==> src/rtl/keyboard_matrix.sv <==
// PS/2 set-2 key events mapped onto a 10x8 PC-8001 style key matrix.
// Each release is held back until a press has stayed visible for HOLD_CYCLES.
module keyboard_matrix #(
  parameter logic [19:0] HOLD_CYCLES = 20'd1000000
) (
  input  logic        clk_sys,
  input  logic        reset,
  input  logic [10:0] ps2_key,
  input  logic [3:0]  row_sel,
  output logic [7:0]  row_data,
  output logic        key_stop,
  output logic        any_key
);

  logic        r_toggle;
  logic [79:0] r_matrix;
  logic [19:0] r_hold_cnt;
  logic [6:0]  r_fifo_idx [4];
  logic [3:0]  r_fifo_vld;
  logic [1:0]  r_rd_ptr;
  logic [1:0]  r_wr_ptr;
  logic [2:0]  r_fifo_cnt;
  logic [7:0]  r_row_data;
  logic        r_key_stop;
  logic        r_any_key;

  logic [7:0]  w_map;
  logic        w_map_hit;
  logic [6:0]  w_idx;
  logic        w_event;
  logic        w_press;
  logic        w_release;
  logic        w_cnt_zero;
  logic        w_fifo_empty;
  logic        w_fifo_full;
  logic        w_pop;
  logic        w_push;
  logic        w_rel_clear;
  logic [79:0] w_matrix_nxt;
  logic [3:0]  w_vld_nxt;
  logic [7:0]  w_row_bits;

  // Decode {E0, scancode} to {hit, row, col}; the bit index is simply {row, col}.
  always_comb begin
    w_map = 8'h00;
    case ({ps2_key[8], ps2_key[7:0]})
      9'h070: w_map = {1'b1, 4'd0, 3'd0};
      9'h069: w_map = {1'b1, 4'd0, 3'd1};
      9'h072: w_map = {1'b1, 4'd0, 3'd2};
      9'h07A: w_map = {1'b1, 4'd0, 3'd3};
      9'h06B: w_map = {1'b1, 4'd0, 3'd4};
      9'h073: w_map = {1'b1, 4'd0, 3'd5};
      9'h074: w_map = {1'b1, 4'd0, 3'd6};
      9'h06C: w_map = {1'b1, 4'd0, 3'd7};
      9'h075: w_map = {1'b1, 4'd1, 3'd0};
      9'h07D: w_map = {1'b1, 4'd1, 3'd1};
      9'h07C: w_map = {1'b1, 4'd1, 3'd2};
      9'h079: w_map = {1'b1, 4'd1, 3'd3};
      9'h071: w_map = {1'b1, 4'd1, 3'd6};
      9'h05A: w_map = {1'b1, 4'd1, 3'd7};
      9'h15A: w_map = {1'b1, 4'd1, 3'd7};
      9'h054: w_map = {1'b1, 4'd2, 3'd0};
      9'h01C: w_map = {1'b1, 4'd2, 3'd1};
      9'h032: w_map = {1'b1, 4'd2, 3'd2};
      9'h021: w_map = {1'b1, 4'd2, 3'd3};
      9'h023: w_map = {1'b1, 4'd2, 3'd4};
      9'h024: w_map = {1'b1, 4'd2, 3'd5};
      9'h02B: w_map = {1'b1, 4'd2, 3'd6};
      9'h034: w_map = {1'b1, 4'd2, 3'd7};
      9'h033: w_map = {1'b1, 4'd3, 3'd0};
      9'h043: w_map = {1'b1, 4'd3, 3'd1};
      9'h03B: w_map = {1'b1, 4'd3, 3'd2};
      9'h042: w_map = {1'b1, 4'd3, 3'd3};
      9'h04B: w_map = {1'b1, 4'd3, 3'd4};
      9'h03A: w_map = {1'b1, 4'd3, 3'd5};
      9'h031: w_map = {1'b1, 4'd3, 3'd6};
      9'h044: w_map = {1'b1, 4'd3, 3'd7};
      9'h04D: w_map = {1'b1, 4'd4, 3'd0};
      9'h015: w_map = {1'b1, 4'd4, 3'd1};
      9'h02D: w_map = {1'b1, 4'd4, 3'd2};
      9'h01B: w_map = {1'b1, 4'd4, 3'd3};
      9'h02C: w_map = {1'b1, 4'd4, 3'd4};
      9'h03C: w_map = {1'b1, 4'd4, 3'd5};
      9'h02A: w_map = {1'b1, 4'd4, 3'd6};
      9'h01D: w_map = {1'b1, 4'd4, 3'd7};
      9'h022: w_map = {1'b1, 4'd5, 3'd0};
      9'h035: w_map = {1'b1, 4'd5, 3'd1};
      9'h01A: w_map = {1'b1, 4'd5, 3'd2};
      9'h05B: w_map = {1'b1, 4'd5, 3'd3};
      9'h061: w_map = {1'b1, 4'd5, 3'd4};
      9'h05D: w_map = {1'b1, 4'd5, 3'd5};
      9'h055: w_map = {1'b1, 4'd5, 3'd6};
      9'h04E: w_map = {1'b1, 4'd5, 3'd7};
      9'h045: w_map = {1'b1, 4'd6, 3'd0};
      9'h016: w_map = {1'b1, 4'd6, 3'd1};
      9'h01E: w_map = {1'b1, 4'd6, 3'd2};
      9'h026: w_map = {1'b1, 4'd6, 3'd3};
      9'h025: w_map = {1'b1, 4'd6, 3'd4};
      9'h02E: w_map = {1'b1, 4'd6, 3'd5};
      9'h036: w_map = {1'b1, 4'd6, 3'd6};
      9'h03D: w_map = {1'b1, 4'd6, 3'd7};
      9'h03E: w_map = {1'b1, 4'd7, 3'd0};
      9'h046: w_map = {1'b1, 4'd7, 3'd1};
      9'h052: w_map = {1'b1, 4'd7, 3'd2};
      9'h04C: w_map = {1'b1, 4'd7, 3'd3};
      9'h041: w_map = {1'b1, 4'd7, 3'd4};
      9'h049: w_map = {1'b1, 4'd7, 3'd5};
      9'h04A: w_map = {1'b1, 4'd7, 3'd6};
      9'h00E: w_map = {1'b1, 4'd7, 3'd7};
      9'h16C: w_map = {1'b1, 4'd8, 3'd0};
      9'h175: w_map = {1'b1, 4'd8, 3'd1};
      9'h174: w_map = {1'b1, 4'd8, 3'd2};
      9'h066: w_map = {1'b1, 4'd8, 3'd3};
      9'h171: w_map = {1'b1, 4'd8, 3'd3};
      9'h011: w_map = {1'b1, 4'd8, 3'd4};
      9'h111: w_map = {1'b1, 4'd8, 3'd5};
      9'h012: w_map = {1'b1, 4'd8, 3'd6};
      9'h059: w_map = {1'b1, 4'd8, 3'd6};
      9'h014: w_map = {1'b1, 4'd8, 3'd7};
      9'h169: w_map = {1'b1, 4'd9, 3'd0};
      9'h005: w_map = {1'b1, 4'd9, 3'd1};
      9'h006: w_map = {1'b1, 4'd9, 3'd2};
      9'h004: w_map = {1'b1, 4'd9, 3'd3};
      9'h00C: w_map = {1'b1, 4'd9, 3'd4};
      9'h003: w_map = {1'b1, 4'd9, 3'd5};
      9'h029: w_map = {1'b1, 4'd9, 3'd6};
      9'h076: w_map = {1'b1, 4'd9, 3'd7};
      default: w_map = 8'h00;
    endcase
  end

  assign w_map_hit    = w_map[7];
  assign w_idx        = w_map[6:0];
  assign w_event      = ps2_key[10] ^ r_toggle;
  assign w_press      = w_event & w_map_hit & ps2_key[9];
  assign w_release    = w_event & w_map_hit & ~ps2_key[9];
  assign w_cnt_zero   = (r_hold_cnt == 20'd0);
  assign w_fifo_empty = (r_fifo_cnt == 3'd0);
  assign w_fifo_full  = (r_fifo_cnt == 3'd4);
  assign w_pop        = w_cnt_zero & ~w_fifo_empty;
  assign w_rel_clear  = w_release & ((w_cnt_zero & w_fifo_empty) | w_fifo_full);
  assign w_push       = w_release & ~w_rel_clear;

  // Press is applied last so it overrides a same-cycle pop of the same bit.
  always_comb begin
    w_matrix_nxt = r_matrix;
    if (w_pop && r_fifo_vld[r_rd_ptr]) w_matrix_nxt[r_fifo_idx[r_rd_ptr]] = 1'b0;
    if (w_rel_clear) w_matrix_nxt[w_idx] = 1'b0;
    if (w_press) w_matrix_nxt[w_idx] = 1'b1;
  end

  always_comb begin
    w_vld_nxt = r_fifo_vld;
    if (w_pop) w_vld_nxt[r_rd_ptr] = 1'b0;
    if (w_push) w_vld_nxt[r_wr_ptr] = 1'b1;
    if (w_press) begin
      for (int i = 0; i < 4; i++) begin
        if (r_fifo_idx[i] == w_idx) w_vld_nxt[i] = 1'b0;
      end
    end
  end

  assign w_row_bits = (row_sel <= 4'd9) ? r_matrix[{row_sel, 3'b000} +: 8] : 8'h00;

  always_ff @(posedge clk_sys) begin
    if (reset) begin
      r_toggle   <= ps2_key[10];
      r_matrix   <= '0;
      r_hold_cnt <= '0;
      r_fifo_vld <= '0;
      r_rd_ptr   <= '0;
      r_wr_ptr   <= '0;
      r_fifo_cnt <= '0;
      r_row_data <= 8'hFF;
      r_key_stop <= 1'b0;
      r_any_key  <= 1'b0;
      for (int i = 0; i < 4; i++) r_fifo_idx[i] <= '0;
    end else begin
      r_toggle   <= ps2_key[10];
      r_matrix   <= w_matrix_nxt;
      r_fifo_vld <= w_vld_nxt;
      if (w_press) r_hold_cnt <= HOLD_CYCLES;
      else if (!w_cnt_zero) r_hold_cnt <= r_hold_cnt - 20'd1;
      if (w_push) begin
        r_fifo_idx[r_wr_ptr] <= w_idx;
        r_wr_ptr <= r_wr_ptr + 2'd1;
      end
      if (w_pop) r_rd_ptr <= r_rd_ptr + 2'd1;
      r_fifo_cnt <= r_fifo_cnt + {2'b00, w_push} - {2'b00, w_pop};
      r_row_data <= (row_sel <= 4'd9) ? ~w_row_bits : 8'hFF;
      r_key_stop <= r_matrix[72];
      r_any_key  <= |r_matrix;
    end
  end

  assign row_data = r_row_data;
  assign key_stop = r_key_stop;
  assign any_key  = r_any_key;

endmodule

==> config.mk <==
export PLATFORM = sky130hd
export DESIGN_NAME = keyboard_matrix
export DESIGN_NICKNAME = d
export VERILOG_FILES = /design/src/rtl/keyboard_matrix.sv
export SDC_FILE = /design/constraint.sdc
export NUM_CORES = 1
export LEC_CHECK = 0
export BUFFER_PORTS_ARGS = -buffer_cell sky130_fd_sc_hd__buf_2
export CAP_MARGIN = 0
export CORE_UTILIZATION = 45
export DETAILED_ROUTE_END_ITERATION = 16
export GPL_ROUTABILITY_DRIVEN = 1
export PLACE_DENSITY = 0.69
export REMOVE_ABC_BUFFERS = 1
export SLEW_MARGIN = 20
export SYNTH_ARGS = -nofsm -noshare
export SYNTH_HDL_FRONTEND = slang
export SYNTH_SLANG_ARGS = --single-unit
==> constraint.sdc <==
create_clock -name clk_sys -period 4.1 [get_ports clk_sys]
set_input_delay 0.41 -clock clk_sys [delete_from_list [all_inputs] [get_ports clk_sys]]
set_output_delay 0.41 -clock clk_sys [all_outputs]
set_load 0.03 [all_outputs]
==> flow_summary.yaml, run 1 <==
timing:
  timing_worst_slew_pin_value_ns: 0.973
  setup_viol: 0
  hold_viol: 0
  fin_worst_skew_ns: 0.0109
  slew_headroom_pct: 34.6
  fin_tns_setup_ns: 0
  fmax_mhz: 252
  final.min_clock_period_ns: 3.96
  rsz0062_at_grt: "no"
  period_share_pct: 96.6
  timing.hold.ws_ns: 0.102
  setup_ws_ns: 0.139
  slew_viol_final: 0
placement:
  dpl_cell_area_um2: 11000
  globalplace.congestion: 1.05
  pre_cts_slack_ns: 0.0914
  io_buffers: 26
  hpwl_um: 28800
yosys:
  synthArstFlopShare_pct: 0
  synth-warning-count: 0
  synth_top_area_share_pct: 24.9
  synth_area_um2: 9970
  synth_top_flop_cell: "dfxtp_1"
  synthTopCellsByArea: "dfxtp_1 (25%), edfxtp_1 (8.4%), mux4_2 (5.4%), nor2_1 (4.0%), nand2_1 (3.7%)"
  syn-mean-instance-area_um2: 8.31
  synth_cells: 1199
  yosysTopAreaCell: "dfxtp_1"
  synth_seq_area_share_pct: 33.3
  synth.distinct_cells: 77
  yosys_register_bits: 152
  synth_edf_count: 28
power:
  power_leakage_nw: 4.11
  power.total_mw: 4.31
  p_int_mw: 3.00
  clockPowerShare_pct: 39.3
  powerDensity_nw_per_um2: 370
  seqPwrFrac_pct: 39.5
  power.switching_mw: 1.31
  switching_share_pct: 30.3
  p_comb_share_pct: 21.2
  ir_drop_uv: 290
layout:
  final_area_um2: 11600
  layout-area-overhead-vs-synth_pct: 16.9
  nFillCells: 2011
  num_antenna_cells: 0
  final_nets: 1294
  register_area_um2: 3320
  multiInputGateArea_um2: 6190
  drive_above_1_share_pct: 19.0
worst_hold_path:
  min_from: "ps2_key[10]"
  hold_path_class: "in -> reg"
global_routing:
  grt_usage_pct: 35.2
  grt_max_degree: 62
  antenna_found_initial: 0
  grt_pass1_wl_um: 59500
  grt_pass1_vias: 9813
  overflow: 0
clocking:
  cts-root-buf: "clkbuf_16"
  clk_pin_slew_worst_paths_ns: 0.06
  cts_hold_buf: 0
  cts_buffers: 17
  numClockSinks: 152
  clock_tree.buffer_depth: 2
  postCtsSetupBuffers: 0
  h-tree-depth: 4
  cts_resized: 0
  clock_latency_ns: 0.43
  cts_tree: "yes"
floorplanning:
  die_w_um: 151
  coreArea_um2: 21800
  start_util_pct: 45.8
  die_y_um: 151
  num_rows: 54
  ios: 27
  die_area_um2: 22700
run_status:
  status: "completed"
flow_run:
  drv_cap: 0
setup_path:
  cp-end-kind: "flip-flop"
  crit_arrival_ns: 4.25
  worst-setup-path-type: "reg -> reg"
  cp-startpoint: "r_hold_cnt[6]$_SDFFE_PP0P_"
  r2r-start: "r_hold_cnt[6]$_SDFFE_PP0P_"
  critical_path_required_ns: 4.39
  cp-start-kind: "flip-flop"
  cp_max_fo: 5
route:
  drt-initial-drc-count: 1347
  firstDrtPassIters: 6
  postRouteAntennaNets: 0
  routedWlPerCell_um: 25.0
  avgViaCountPerCell: 6.84
  route.final.wire_length_um: 39000
  drc: 0
  num_vias: 10700
[synth_stat cells (13+ instances only)]
cell type and count:
nor2_1 107, edfxtp_1 28, xnor2_1 17, dfxtp_1 124
mux4_2 24, inv_1 18, nand4_1 33, nand2_1 97
a21oi_1 65, nand2b_1 16, buf_2 25, o21ai_0 42
xor2_1 13, o22ai_1 28, nand3_1 65, clkbuf_1 57
nand4b_1 14, or3_1 18, nor3_1 57, nor4_1 43
mux2i_1 18, o211ai_1 29, nor2b_1 24
[flip-flops by register name (all words and copies together), names as in the netlist, 2 cells and up, named ones only]
register and count:
r_wr_ptr 2, r_fifo_cnt 3, r_fifo_idx 28, r_fifo_vld 4
r_matrix 80, row_data 8, r_hold_cnt 20, r_rd_ptr 2
[stage by stage]
step | instances | utilization [%]
after floorplan | 1099 | -
after global placement | 1527 | 50.6
after detailed placement | 1527 | 50.6
after CTS | 1559 | 53.5
after global routing | 1559 | 53.5
final | 1559 | 53.5
[worst max-delay path, stage by stage, from the launching register on]
cell and delay [ns]:
dfxtp_1 0.35, or4_4 0.55, or4_4 0.49, or4_1 0.50, a211o_1 0.31, and2_1 0.15, o31a_1 0.14, or4_1 0.52
fa_1 0.43, xnor2_1 0.18, xnor2_1 0.14, nor2_1 0.06
[layout by cell type (no fill, tap or decap), types with 11 or more instances in the layout]
cell	n
a21oi_1	65
a22oi_1	11
buf_2	26
buf_4	119
clkbuf_16	17
dfxtp_1	124
edfxtp_1	28
inv_1	18
mux2i_1	18
mux4_2	24
nand2_1	97
nand2b_1	16
nand3_1	65
nand4_1	33
nand4b_1	14
nor2_1	107
nor2b_1	23
nor3_1	57
nor4_1	40
o211ai_1	29
o21a_1	12
o21ai_0	42
o221ai_1	12
o22ai_1	28
or3_1	18
or4_1	12
xnor2_1	17
xor2_1	13
[worst paths after layout]
check / endpoint / slack, ns / cells past startpoint
hold / removal: r_toggle$_DFF_P_ / 0.10 / 1
setup reg to reg: r_fifo_cnt[2]$_SDFF_PP0_ / 0.14 / 11
hold reg to reg: r_matrix[6]$_SDFF_PP0_ / 0.48 / 2
setup / recovery: r_fifo_cnt[2]$_SDFF_PP0_ / 0.14 / 11
[power groups by stage]
stage | clock network, mW | registers, mW | logic [mW]
after floorplan | 0 | 1.71 | 0.574
after global placement | 0 | 1.73 | 0.883
after detailed placement | 0 | 1.73 | 0.891
after CTS | 1.70 | 1.70 | 0.899
after global routing | 1.75 | 1.71 | 1.00
final | 1.69 | 1.70 | 0.914
[layer usage]
metal	global-route usage [%]	vias up	part of all wire, %
met5	0	-	0
met4	19.7	0	6.2
met3	7.47	171	11
met2	53.5	750	44
met1	46.2	5036	39
li1	-	4700	-
[kinds of logic (layout without fill, tap and decap cells)]
family / after synthesis / count (layout) / synth area share [%]
AOI/OAI and AO/OA: 285 / 285 / 19.5
xor gates and xnor gates: 30 / 30 / 2.64
adders and majority gates: 11 / 11 / 1.46
buffers and inverters: 119 / 199 / 5.16
DFF: 152 / 152 / 33.3
muxes: 42 / 42 / 7.23
and+or+nand+nor: 560 / 560 / 30.7
[cell type report]
class | instances | area share [%]
well taps | 280 | 3.01
inverters | 19 | 0.612
flip-flops and latches | 152 | 28.5
repair buffers | 148 | 9.30
multi-input cells | 928 | 53.1
clock inverters | 12 | 1.40
clock buffers | 20 | 4.01
No activity file was read; power rests on OpenSTA's default activity.
==> run 2: changes to the inputs <==
--- a/config.mk
+++ b/config.mk
@@ -7,10 +7,11 @@
 export LEC_CHECK = 0
 export BUFFER_PORTS_ARGS = -buffer_cell sky130_fd_sc_hd__buf_2
 export CAP_MARGIN = 0
-export CORE_UTILIZATION = 45
+export CORE_UTILIZATION = 51
 export DETAILED_ROUTE_END_ITERATION = 16
 export GPL_ROUTABILITY_DRIVEN = 1
-export PLACE_DENSITY = 0.69
+export GPL_TIMING_DRIVEN = 0
+export PLACE_DENSITY = 0.76
 export REMOVE_ABC_BUFFERS = 1
 export SLEW_MARGIN = 20
 export SYNTH_ARGS = -nofsm -noshare
==> run 2 against run 1 <==
Effect of this change: sequential power about the same; setup slack lost 0.054 ns; clock skew rose by 0.0052 ns; global-route usage up 2.8 points; core utilization is 4.7 points higher; combinational power down 2.4%; highest routed layer is now met5; critical path type unchanged; clock-buffer cell count down 3; register-to-register slack got worse by 0.05 ns; sequential share of layout area up 1.6 points; largest cell class unchanged; largest power group unchanged; flip-flop and latch count did not move; non-clock buffer count shrank 98; first-iteration DRC count up 23%.
==> flow_summary.yaml, run 2 (synthesis gave the netlist of run 1 again) <==
route:
  num_vias: 10500
  routed-wl-met3_um: 4570
  route.final.wire_length_um: 37500
  wl_met2_um: 16100
  drt-initial-drc-count: 1652
  routedWlPerCell_um: 26.1
  drc: 0
  routedLengthMet1_um: 14200
  postRouteAntennaNets: 0
  highest_layer: "met5"
  avgViaCountPerCell: 7.27
  firstDrtPassIters: 7
timing:
  final.min_clock_period_ns: 4.01
  hold_viol: 0
  fin_tns_setup_ns: 0
  slew_viol_final: 0
  setup_viol: 0
  timing_worst_slew_pin_value_ns: 1.15
  period_share_pct: 97.9
  fin_worst_skew_ns: 0.0160
  slew_headroom_pct: 22.7
  rsz0062_at_grt: "yes"
  fmax_mhz: 249
layout:
  nFillCells: 1691
  top_regs: "r_matrix x80, r_fifo_idx x28, r_hold_cnt x20"
  largest_register_ffs: 80
  drive_above_1_share_pct: 14.1
  final_common_cell: "dfxtp_1"
  final_cell_mix: "dfxtp_1 (124), nor2_1 (105), nand2_1 (97), nand3_1 (64), a21oi_1 (64)"
  final_nets: 1196
  layout-area-overhead-vs-synth_pct: 10.7
  final_core_utilization_pct: 58.2
  num_antenna_cells: 0
  largest_register: "r_matrix"
placement:
  globalplace.congestion: 0.992
  io_buffers: 26
  hpwl_um: 26100
setup_path:
  cp-start-kind: "flip-flop"
  r2r_slack_ns: 0.09
  crit_arrival_ns: 4.33
  cp-end-kind: "flip-flop"
  cp_max_fo: 16
  critical_path_required_ns: 4.41
  worst-setup-path-type: "reg -> reg"
global_routing:
  grt_pass1_wl_um: 57400
  antenna_found_initial: 0
  overflow: 0
  grt_usage_pct: 38.0
  grt_max_degree: 64
  grt_pass1_vias: 9687
power:
  p_comb_share_pct: 21.6
  power_leakage_nw: 3.69
  seqPwrFrac_pct: 41.2
  p_int_mw: 2.77
  switching_share_pct: 32.9
  powerDensity_nw_per_um2: 374
  ir_drop_uv: 340
  clockPowerShare_pct: 37.1
  power.switching_mw: 1.35
floorplanning:
  die_area_um2: 20100
  num_rows: 50
  start_util_pct: 52.6
  die_y_um: 142
  coreArea_um2: 19000
  ios: 27
  die_w_um: 142
clocking:
  cts_hold_buf: 0
  cts-root-buf: "clkbuf_16"
  clk_pin_slew_worst_paths_ns: 0.07
  cts_tree: "yes"
  clock_latency_ns: 0.44
  clock_tree.buffer_depth: 2
  cts_buffers: 17
  h-tree-depth: 4
  numClockSinks: 152
run_status:
  status: "completed"
flow_run:
  drv_cap: 0
worst_hold_path:
  hold_path_class: "in -> reg"
[run 2: changes by cell type in the layout (fill, tap and decap cells not counted), moves of 3 or more]
cell and delta:
buf_12 -3, buf_16 +3, buf_2 -6, buf_4 -101, buf_6 +6, bufinv_16 -3
clkbuf_8 -3, inv_6 +3, inv_8 +3, or4_1 -3, or4_4 +3
[run 2: timing repair]
action                                 4_1_cts  5_1_grt
endpoints found under the hold margin        0        0
buffers inserted                             6        5
setup endpoints to repair                   83       20
gates resized for setup                     26        7
pin swaps                                    4        2
[run 2: per-layer routing]
metal | track usage, % | up-vias
met2 | 57.0 | 855
li1 | - | 4508
met4 | 23.4 | 2
met3 | 9.75 | 212
met5 | 0 | -
met1 | 48.8 | 4900
[run 2: final timing paths]
kind                                                  from                  endpoint  depth (start not counted)
worst max-delay path            r_hold_cnt[6]$_SDFFE_PP0P_  r_fifo_cnt[2]$_SDFF_PP0_                         11
worst min-delay path                           ps2_key[10]          r_toggle$_DFF_P_                          1
worst max register to register  r_hold_cnt[6]$_SDFFE_PP0P_  r_fifo_cnt[2]$_SDFF_PP0_                         11
worst min register to register      r_matrix[6]$_SDFF_PP0_    r_matrix[6]$_SDFF_PP0_                          2
[run 2: critical path, stage by stage (launching register included)]
cell,delay [ns]
dfxtp_1,0.36
or4_4,0.56
or4_4,0.55
or4_4,0.54
a211o_1,0.29
and2_1,0.16
o31a_4,0.18
or4_4,0.51
fa_2,0.39
xnor2_2,0.14
xnor2_1,0.16
nor2_1,0.06
[run 2: through the flow]
step / setup WS (ns) / hold slack [ns] / cell area (um2) / cells / power [mW]
2_1_floorplan: -1.99 / 0.436 / 9520 / 1099 / 2.28
3_3_place_gp: -5.78 / 0.462 / 9980 / 1385 / 2.50
3_5_place_dp: -1.20 / 0.475 / 10300 / 1398 / 2.55
4_1_cts: 0.00112 / 0.0920 / 11000 / 1436 / 4.09
5_1_grt: -0.0155 / 0.0970 / 11000 / 1441 / 4.27
6_report: 0.0854 / 0.0949 / 11000 / 1441 / 4.12
[run 2: power by group through the flow]
| stage | Clock [mW] | Sequential (mW) | Combinational, mW |
|---|---|---|---|
| after floorplan | 0 | 1.71 | 0.574 |
| after global placement | 0 | 1.72 | 0.781 |
| after detailed placement | 0 | 1.73 | 0.826 |
| after CTS | 1.53 | 1.70 | 0.866 |
| after global routing | 1.60 | 1.71 | 0.966 |
| final | 1.53 | 1.70 | 0.892 |
[run 2: final cells by class]
class                   instances  area, um2  area share (%)
clock buffers                  17        425            3.86
clock inverters                15        129            1.17
inverters                      19       71.3           0.647
multi-input cells             928       6340            57.5
flip-flops and latches        152       3320            30.1
well taps                     260        325            2.95
repair buffers                 50        415            3.77
